`src/rtl/grid_game_core.sv`:
```
// Two-player N x N, K-in-a-row game engine: keyboard cursor, move placement and
// a sequential win scanner that walks only the four lines through the last mark.
module grid_game_core #(
   parameter int N    = 3,
   parameter int K    = 3,
   parameter bit WRAP = 1'b0,
   parameter int CW   = $clog2(N)
) (
   input  logic             Clk,
   input  logic             RESET,
   input  logic [7:0]       keycode,
   input  logic             press,
   output logic [2*N*N-1:0] board_out,
   output logic [CW-1:0]    cursor_row,
   output logic [CW-1:0]    cursor_col,
   output logic             turn,
   output logic             busy,
   output logic [1:0]       winner,
   output logic             error,
   output logic [7:0]       move_count
);
   localparam int SW = CW + 1;
   localparam int IW = $clog2(N*N);
   localparam int NW = CW + 2;
   localparam logic [CW-1:0] LAST      = CW'(N-1);
   localparam logic [CW-1:0] STEP_LAST = CW'(K-2);
   localparam logic [7:0]    CELLS     = 8'(N*N);
   localparam logic [7:0] KEY_W = 8'h1D, KEY_S = 8'h1B, KEY_A = 8'h1C, KEY_D = 8'h23;
   localparam logic [7:0] KEY_SP = 8'h29, KEY_R = 8'h2D;

   typedef enum logic [1:0] {PLAY, SCAN, OVER} state_t;
   state_t state_reg, state_next;

   logic                 press_reg;
   logic [1:0]           cells_reg [N*N];
   logic [CW-1:0]        row_reg, col_reg, row_next, col_next;
   logic                 turn_reg, error_reg;
   logic [1:0]           winner_reg, player_reg;
   logic [7:0]           count_reg;
   logic signed [SW-1:0] org_r_reg, org_c_reg, prb_r_reg, prb_c_reg;
   logic [1:0]           dir_reg;
   logic                 side_reg;
   logic [CW-1:0]        step_reg;
   logic [NW-1:0]        cnt_reg, cnt_next;

   logic key_ev, restart, mv_up, mv_dn, mv_lt, mv_rt, mv_any, place;
   logic [IW-1:0] cur_idx, cand_idx;
   logic cur_empty, in_bounds, hit, side_end, dir_end, win_hit;
   logic signed [SW-1:0] d_r, d_c, cand_r, cand_c;

   assign key_ev  = press & ~press_reg;
   assign restart = key_ev && (keycode == KEY_R);
   assign mv_up   = key_ev && (keycode == KEY_W);
   assign mv_dn   = key_ev && (keycode == KEY_S);
   assign mv_lt   = key_ev && (keycode == KEY_A);
   assign mv_rt   = key_ev && (keycode == KEY_D);
   assign mv_any  = mv_up | mv_dn | mv_lt | mv_rt;
   assign place   = key_ev && (keycode == KEY_SP);

   assign cur_idx   = IW'(row_reg) * IW'(N) + IW'(col_reg);
   assign cur_empty = (cells_reg[cur_idx] == 2'b00);

   always_comb begin
      row_next = row_reg;
      col_next = col_reg;
      if (mv_up) row_next = (row_reg == '0)   ? (WRAP ? LAST : '0)   : row_reg - CW'(1);
      if (mv_dn) row_next = (row_reg == LAST) ? (WRAP ? '0   : LAST) : row_reg + CW'(1);
      if (mv_lt) col_next = (col_reg == '0)   ? (WRAP ? LAST : '0)   : col_reg - CW'(1);
      if (mv_rt) col_next = (col_reg == LAST) ? (WRAP ? '0   : LAST) : col_reg + CW'(1);
   end

   // Probe one cell beyond the current one along the active direction and side.
   always_comb begin
      case (dir_reg)
         2'd0:    begin d_r = '0;     d_c = SW'(1); end
         2'd1:    begin d_r = SW'(1); d_c = '0;     end
         2'd2:    begin d_r = SW'(1); d_c = SW'(1); end
         default: begin d_r = SW'(1); d_c = '1;     end
      endcase
      if (side_reg) begin
         d_r = -d_r;
         d_c = -d_c;
      end
      cand_r    = prb_r_reg + d_r;
      cand_c    = prb_c_reg + d_c;
      in_bounds = !cand_r[SW-1] && (cand_r[CW-1:0] <= LAST) &&
                  !cand_c[SW-1] && (cand_c[CW-1:0] <= LAST);
      cand_idx  = in_bounds ? IW'(cand_r[CW-1:0]) * IW'(N) + IW'(cand_c[CW-1:0]) : '0;
      hit       = in_bounds && (cells_reg[cand_idx] == player_reg);
      side_end  = !hit || (step_reg == STEP_LAST);
      cnt_next  = cnt_reg + NW'(hit);
      dir_end   = side_end && side_reg;
      win_hit   = dir_end && (cnt_next >= NW'(K));
   end

   always_ff @(posedge Clk) begin
      if (!RESET) state_reg <= PLAY;
      else        state_reg <= state_next;
   end

   always_comb begin
      state_next = state_reg;
      if (restart) state_next = PLAY;
      else begin
         case (state_reg)
            PLAY: if (place && cur_empty) state_next = SCAN;
            SCAN: begin
               if (win_hit) state_next = OVER;
               else if (dir_end && dir_reg == 2'd3)
                  state_next = (count_reg == CELLS) ? OVER : PLAY;
            end
            OVER: state_next = OVER;
            default: state_next = PLAY;
         endcase
      end
   end

   always_comb begin
      busy = (state_reg == SCAN);
   end

   always_ff @(posedge Clk) begin
      if (!RESET) begin
         press_reg <= 1'b0;
         for (int i = 0; i < N*N; i++) cells_reg[i] <= 2'b00;
         row_reg <= '0; col_reg <= '0; turn_reg <= 1'b0; error_reg <= 1'b0;
         winner_reg <= 2'b00; count_reg <= 8'd0; player_reg <= 2'b00;
         org_r_reg <= '0; org_c_reg <= '0; prb_r_reg <= '0; prb_c_reg <= '0;
         dir_reg <= 2'd0; side_reg <= 1'b0; step_reg <= '0; cnt_reg <= '0;
      end else begin
         press_reg <= press;
         if (restart) begin
            for (int i = 0; i < N*N; i++) cells_reg[i] <= 2'b00;
            row_reg <= '0; col_reg <= '0; turn_reg <= 1'b0; error_reg <= 1'b0;
            winner_reg <= 2'b00; count_reg <= 8'd0;
         end else begin
            if (mv_any && state_reg != SCAN) begin
               row_reg   <= row_next;
               col_reg   <= col_next;
               error_reg <= 1'b0;
            end
            if (place && state_reg == PLAY) begin
               if (cur_empty) begin
                  cells_reg[cur_idx] <= {turn_reg, ~turn_reg};
                  player_reg <= {turn_reg, ~turn_reg};
                  count_reg  <= count_reg + 8'd1;
                  error_reg  <= 1'b0;
                  org_r_reg  <= $signed({1'b0, row_reg});
                  org_c_reg  <= $signed({1'b0, col_reg});
                  prb_r_reg  <= $signed({1'b0, row_reg});
                  prb_c_reg  <= $signed({1'b0, col_reg});
                  dir_reg <= 2'd0; side_reg <= 1'b0; step_reg <= '0; cnt_reg <= NW'(1);
               end else begin
                  error_reg <= 1'b1;
               end
            end
            if (state_reg == SCAN) begin
               if (!side_end) begin
                  prb_r_reg <= cand_r; prb_c_reg <= cand_c;
                  step_reg  <= step_reg + CW'(1);
                  cnt_reg   <= cnt_next;
               end else if (!side_reg) begin
                  side_reg  <= 1'b1;
                  prb_r_reg <= org_r_reg; prb_c_reg <= org_c_reg;
                  step_reg  <= '0;
                  cnt_reg   <= cnt_next;
               end else if (win_hit) begin
                  winner_reg <= player_reg;
               end else if (dir_reg == 2'd3) begin
                  // No line found: either the board is full or play passes over.
                  if (count_reg == CELLS) winner_reg <= 2'b11;
                  else                    turn_reg   <= ~turn_reg;
               end else begin
                  dir_reg   <= dir_reg + 2'd1;
                  side_reg  <= 1'b0;
                  prb_r_reg <= org_r_reg; prb_c_reg <= org_c_reg;
                  step_reg  <= '0;
                  cnt_reg   <= NW'(1);
               end
            end
         end
      end
   end

   genvar gi;
   generate
      for (gi = 0; gi < N*N; gi++) begin : g_board
         assign board_out[2*gi +: 2] = cells_reg[gi];
      end
   endgenerate

   assign cursor_row = row_reg;
   assign cursor_col = col_reg;
   assign turn       = turn_reg;
   assign winner     = winner_reg;
   assign error      = error_reg;
   assign move_count = count_reg;
endmodule

```
`config.mk`:
```
export PLATFORM = sky130hd
export DESIGN_NAME = grid_game_core
export DESIGN_NICKNAME = d
export VERILOG_FILES = /design/src/rtl/grid_game_core.sv
export SDC_FILE = /design/constraint.sdc
export NUM_CORES = 1
export LEC_CHECK = 0
export CAP_MARGIN = 20
export CELL_PAD_IN_SITES_DETAIL_PLACEMENT = 1
export CELL_PAD_IN_SITES_GLOBAL_PLACEMENT = 1
export CORE_MARGIN = 1.5
export CORE_UTILIZATION = 44
export DETAILED_ROUTE_END_ITERATION = 8
export GPL_TIMING_DRIVEN = 1
export HOLD_SLACK_MARGIN = 0.1
export PLACE_DENSITY_LB_ADDON = 0.1
export SETUP_SLACK_MARGIN = 0.4
export SLEW_MARGIN = 20
export SYNTH_ARGS = -nofsm -noshare
export SYNTH_HDL_FRONTEND = slang
export SYNTH_SLANG_ARGS = --single-unit
```
`constraint.sdc`:
```
create_clock -name Clk -period 8.89 [get_ports Clk]
set_clock_uncertainty 0.15 [all_clocks]
set_input_delay 1.778 -clock Clk [delete_from_list [all_inputs] [get_ports Clk]]
set_output_delay 1.778 -clock Clk [all_outputs]
set_load 0.02 [all_outputs]
```
== After elaboration in Yosys (flattened, before gate mapping) ==
Memory sizes are Yosys's and may differ from the RTL's.
Index checks and enable logic that the tools add are counted.
W data, S select, Z words.
Cells by class
  add/subtract/negate cells: 14
  $mul: 2
  order comparisons: 3
  equal/unequal tests: 19
  muxes and demuxes: 87
  bitwise gates (word level): 19
  reduce and logical (&&, ||, !) cells: 40
Operators by type and width (count)
  $mux W2: 39
  $mux W3: 16
  $mux W4: 9
  $eq A8 B5 Y1 const B: 3
  $eq A8 B6 Y1 const B: 3
  $mux W1: 21
  $logic_and A1 B1 Y1: 16
  $or A1 B1 Y1: 12
  $eq A2 B2 Y1 const B: 5
  $logic_not A2 Y1: 5
  $reduce_bool A2 Y1: 5
  $add A2 B1 Y2 const B: 4
  $add A4 B2 Y4: 2
  $add A8 B1 Y8 const B: 1
  $eq A8 B4 Y1 const B: 1
  $mul A2 B2 Y4 const B: 2
  $reduce_and A2 Y1: 4
  $add A3 B3 Y3: 2
  $eq A2 B1 Y1 const B: 3
  $neg A3 Y3: 2
  $not A1 Y1: 6
  $pmux W2 S3: 1
  $pmux W3 S2: 1
  $reduce_and A6 Y1: 1
  other kinds (14): 20
Word-level totals
  flip-flop bits (word level): 40
  bits in writable memories: 18
  bits of input ports: 11
  output and inout bits: 35
  logic and storage cells: 202
  memories: 1
Memory list
  cells_reg: depth 9, width 2, read ports 11, clocked after memory_dff 0, write ports 9, RTL line 35  | logic [1:0] cells_reg [N*N];

== Depth between registers and ports, before layout ==
An unclocked memory read counts as a cell.
  depth after elaboration: 21
  mapped depth: 27
  mapped depth without buffers: 26

== Worst setup path after synthesis ==
OpenSTA, ideal clock, no wires.
  path kind: reg2reg
  start point: register dir_reg[0]
  end point: register cnt_reg[3]
  setup time: 122 ps
  arrival: 5890 ps
  data required time: 8618 ps
  path slack: 2728 ps
  stages on the path, launching flop included: 25
  path buffers: 0
  clock period less this slack: 6162 ps
  path through: dfxtp_1 ha_1 inv_1 ha_1 mux2i_1 fa_1 inv_1 fa_1 inv_1 ha_1 fa_1 or2_2 o221ai_1 nand4_1 a32oi_1 mux2i_2 and2_1 ha_1 nor4b_1 a41o_1 a21boi_0 o21ai_1 nor2_1 a32o_1 a221o_1
Between the ends
  cells in the longest elaborated chain, start to end: 21
  elaborated cells on any way between the ends: 37
  classes of those cells: add/sub (6); mul (1); order compare (3); eq/ne (4); mux (10); reduce/logical (12); memory (1)
Ends and longest elaborated chain
  from (decl): RTL line 41  | logic [1:0] dir_reg;
  from (signal assigned): RTL line 174  | dir_reg <= dir_reg + 2'd1;
  branches (longest 19 deep; another with $mul A2 B2 Y4)
  $mux W4 *: RTL line 158  | if (!side_end) begin
  $mux W4 *: RTL line 157  | if (state_reg == SCAN) begin
  to (signal assigned): RTL line 161  | cnt_reg <= cnt_next;
  to (signal assigned): RTL line 166  | cnt_reg <= cnt_next;
  to (decl): RTL line 44  | logic [NW-1:0] cnt_reg, cnt_next;
Every way passes the cells marked *.
A chain may end at the register's enable or synchronous reset.

== Worst setup path in the final report ==
Ends and elaborated chain as after synthesis.

==> impl_metrics.py <==
metrics = {
    "timing": {
        "period_share_pct": 81.1,
        "hold_violations": 0,
        "rsz0062_at_grt": "no",
        "maxSlewHeadroom_pct": 26.5,
        "setup_viol": 0,
        "worst_pin_slew_ns": 1.10,
        "fin_crit_ns": 7.21,
        "max_freq_mhz": 139,
        "fin_tns_setup_ns": 0,
        "drv_slew": 0,
    },
    "final_layout": {
        "fin_cells": 659,
        "mostFrequentLayoutCell": "nor2_1",
        "area_delta_synth_final_pct": 16.8,
        "fin_nets": 561,
        "fillerInstances": 1140,
        "mostFrequentLayoutCells": "49 x nor2_1, 45 x clkdlybuf4s50_1, 40 x dfxtp_1",
        "layout-drive-gt1-share_pct": 7.41,
        "largest_register_ffs": 32,
        "antennaDiodeCount": 0,
    },
    "worst_hold_path": {
        "whs_endpoint": "winner[1]$_SDFFE_PP0P_",
        "min_from": "winner[1]$_SDFFE_PP0P_",
        "holdCritPathClass": "flop to flop",
        "worstHoldPathCells": 2,
    },
    "floorplanning": {
        "initial_core_util_pct": 45.9,
        "ios": 46,
        "die_w_um": 104,
        "die_h_um": 104,
        "coreArea_sq_um": 9860,
        "row_count": 36,
        "die_area_sq_um": 10900,
    },
    "grt": {
        "grt.overflow.total": 0,
        "grt_pass1_vias": 4068,
        "grt_max_degree": 27,
        "grt_util_all_layers_pct": 25.6,
        "antenna_found_initial": 0,
        "grt_pass1_wl_mm": 21.8,
    },
    "place": {
        "io_buffer_count": 45,
        "post-place-cells": 643,
        "place.gp.congestion": 0.787,
        "dpl.hpwl_mm": 9.68,
    },
    "synth": {
        "ys_seq_elements": 72,
        "synth_edf_count": 32,
        "netlist_instances": 487,
        "synthArstFlopShare_pct": 0,
        "synth_top_area_share_pct": 21.2,
        "synth_top_area_cell": "edfxtp_1",
        "synth_area_leaders": "edfxtp_1 21%, dfxtp_1 18%, ha_1 6.4%",
        "synth-main-ff-cell": "dfxtp_1",
        "syn_nets": 527,
        "synth.avg_cell_area_sq_um": 9.30,
        "yosysWarnings": 0,
        "synth_area_sq_um": 4530,
        "yosysSeqAreaShare_pct": 38.9,
        "ys_types": 69,
    },
    "detailed_routing": {
        "post_drt_wl_per_cell_um": 20.3,
        "drt_iter0_drc": 154,
        "via_count": 3830,
        "drtPass1Iterations": 4,
        "drc": 0,
        "drtAntennaViolNets": 0,
        "wirelength_mm": 13.4,
        "vias_per_cell": 5.81,
    },
    "cts": {
        "insertion_delay_ns": 0.37,
        "cts.htree.levels": 3,
        "cts-root-buf": "clkbuf_8",
        "cts_resized": 0,
        "cts_buffer_depth": 2,
        "cts.hold.buffers_added": 0,
        "clk_transition_reported_paths_ns": 0.08,
        "post_cts_buffers": 0,
        "cts_sinks": 72,
        "cts_tree": "built",
        "cts-buffers-inserted": 9,
    },
    "setup_path": {
        "reg2reg_depth": 24,
        "critPathSlowestCell": "fa_1",
        "r2r-end": "cnt_reg[3]$_SDFFE_PN0N_",
        "cp_common_cell": "ha_1",
        "worst_ep_required_time_ns": 9.00,
        "criticalPathCategory": "flop to flop",
        "end_kind": "flop",
        "reg2reg_from": "dir_reg[0]$_SDFFE_PN0N_",
        "critical_path.max_stage_delay_ns": 0.64,
        "cp-start-kind": "flop",
        "worst-path-buf-inv": 3,
        "critPathArrivalTime_ns": 7.32,
        "cp_max_fo": 12,
        "crit_family": "adder cells",
        "rrSetupSlack_ns": 1.68,
        "worstPathCellList": "ha_1 > inv_1 > ha_1 > mux2i_1 > fa_1 > inv_1 > fa_1 > inv_1 > ha_1 > fa_1 > or2_2 > o221ai_1 > nand4_1 > a32oi_1 > mux2i_2 > and2_1 > ha_1 > nor4b_1 > a41o_1 > a21boi_0 > o21ai_1 > nor2_1 > a32o_1 > a221o_1",
    },
    "power_and_ir_drop": {
        "internal_power_uw": 551,
        "clock_power_share_pct": 45.5,
        "p_sw_share_pct": 23.4,
        "switchingPower_uw": 168,
        "peakVddDrop_mv": 0.0947,
        "powerDensity_nw_per_um2": 136,
        "p_seq_share_pct": 48.8,
        "pwr-share-comb_pct": 5.7,
        "power_leakage_nw": 1.94,
    },
    "job": {
        "drv_cap": 0,
    },
    "run_status": {
        "status": "finished, final reports clean",
    },
}
[cell families after synthesis]
kind of cell,count (synthesis),synth area share (%)
and+or+nand+nor,195,23.0
AOI/OAI and AO/OA,98,15.0
DFF,72,38.9
buffers and inverters,58,5.42
adders and majority gates,29,9.01
muxes,24,6.58
xor gates and xnor gates,11,2.13
[Yosys cell counts, types with 4 or more instances]
library cell	n
nor2_1	49
dfxtp_1	40
nand2_1	35
edfxtp_1	32
inv_1	32
a21oi_1	31
ha_1	23
nor3_1	18
mux2i_1	16
clkbuf_1	15
and2_1	14
nand4_1	14
nand3_1	13
o21ai_0	13
nand2b_1	10
xnor2_1	8
a211oi_1	6
and3_1	6
fa_1	6
nor2b_1	6
nor4b_1	6
a21o_1	5
a31oi_1	4
buf_2	4
mux4_2	4
o211ai_1	4
or2_2	4
[per-stage QoR]
| step | setup WS (ns) | hold WS (ns) | power (mW) | cell area, sq um | util (%) |
|---|---|---|---|---|---|
| 2_1_floorplan | 2.73 | 0.281 | 0.381 | 4530 | - |
| 3_3_place_gp | 2.14 | 0.285 | 0.398 | 5050 | 51.2 |
| 3_5_place_dp | 1.80 | 0.294 | 0.399 | 5050 | 51.2 |
| 4_1_cts | 1.75 | 0.308 | 0.721 | 5290 | 53.6 |
| 5_1_grt | 1.23 | 0.335 | 0.735 | 5290 | 53.6 |
| 6_report | 1.68 | 0.308 | 0.719 | 5290 | 53.6 |
[worst register-to-register path, stage by stage (launching register included)]
cell and delay [ns]:
dfxtp_1 0.40, ha_1 0.21, inv_1 0.08, ha_1 0.28, mux2i_1 0.09, fa_1 0.64
inv_1 0.08, fa_1 0.48, inv_1 0.04, ha_1 0.19, fa_1 0.60, or2_2 0.36
o221ai_1 0.19, nand4_1 0.11, a32oi_1 0.34, mux2i_2 0.36, and2_1 0.21, ha_1 0.22
nor4b_1 0.32, a41o_1 0.16, a21boi_0 0.14, o21ai_1 0.56, nor2_1 0.19, a32o_1 0.34
a221o_1 0.34
[area by class of cell]
type                    instances  area [sq um]  area share, %
repair buffers                 48           473           8.94
clock inverters                 7           120           2.27
flip-flops and latches         72          1760           33.3
clock buffers                   9           124           2.34
multi-input cells             357          2520           47.7
inverters                      33           124           2.34
well taps                     133           166           3.15
[power by group through the flow]
stage | Sequential [mW] | Clock [mW] | Combinational [mW]
3_3_place_gp | 0.358 | 0 | 0.0396
5_1_grt | 0.351 | 0.340 | 0.0442
4_1_cts | 0.351 | 0.330 | 0.0411
2_1_floorplan | 0.360 | 0 | 0.0201
3_5_place_dp | 0.358 | 0 | 0.0408
6_report | 0.351 | 0.327 | 0.0410
[routing by layer]
layer,GRT usage [%],up-vias,wire length (um),part of all wire (%)
met1,36.1,1906,6670,50
met2,40.3,78,6010,45
li1,-,1832,-,-
met4,8.63,0,191,1.4
met3,3.45,14,475,3.6
met5,0,-,0,0
[worst max-delay path by stage]
stage | from | end | slack, ns | depth (start not counted)
2_1_floorplan | dir_reg[0]$_SDFFE_PN0N_ | cnt_reg[3]$_SDFFE_PN0N_ | 2.73 | 24
3_3_place_gp | dir_reg[0]$_SDFFE_PN0N_ | cnt_reg[3]$_SDFFE_PN0N_ | 2.14 | 24
3_5_place_dp | dir_reg[0]$_SDFFE_PN0N_ | cnt_reg[3]$_SDFFE_PN0N_ | 1.80 | 24
4_1_cts | dir_reg[0]$_SDFFE_PN0N_ | cnt_reg[3]$_SDFFE_PN0N_ | 1.75 | 24
5_1_grt | dir_reg[0]$_SDFFE_PN0N_ | cnt_reg[3]$_SDFFE_PN0N_ | 1.23 | 24
6_report | dir_reg[0]$_SDFFE_PN0N_ | cnt_reg[3]$_SDFFE_PN0N_ | 1.68 | 24
(Power assumes the default switching activity.)
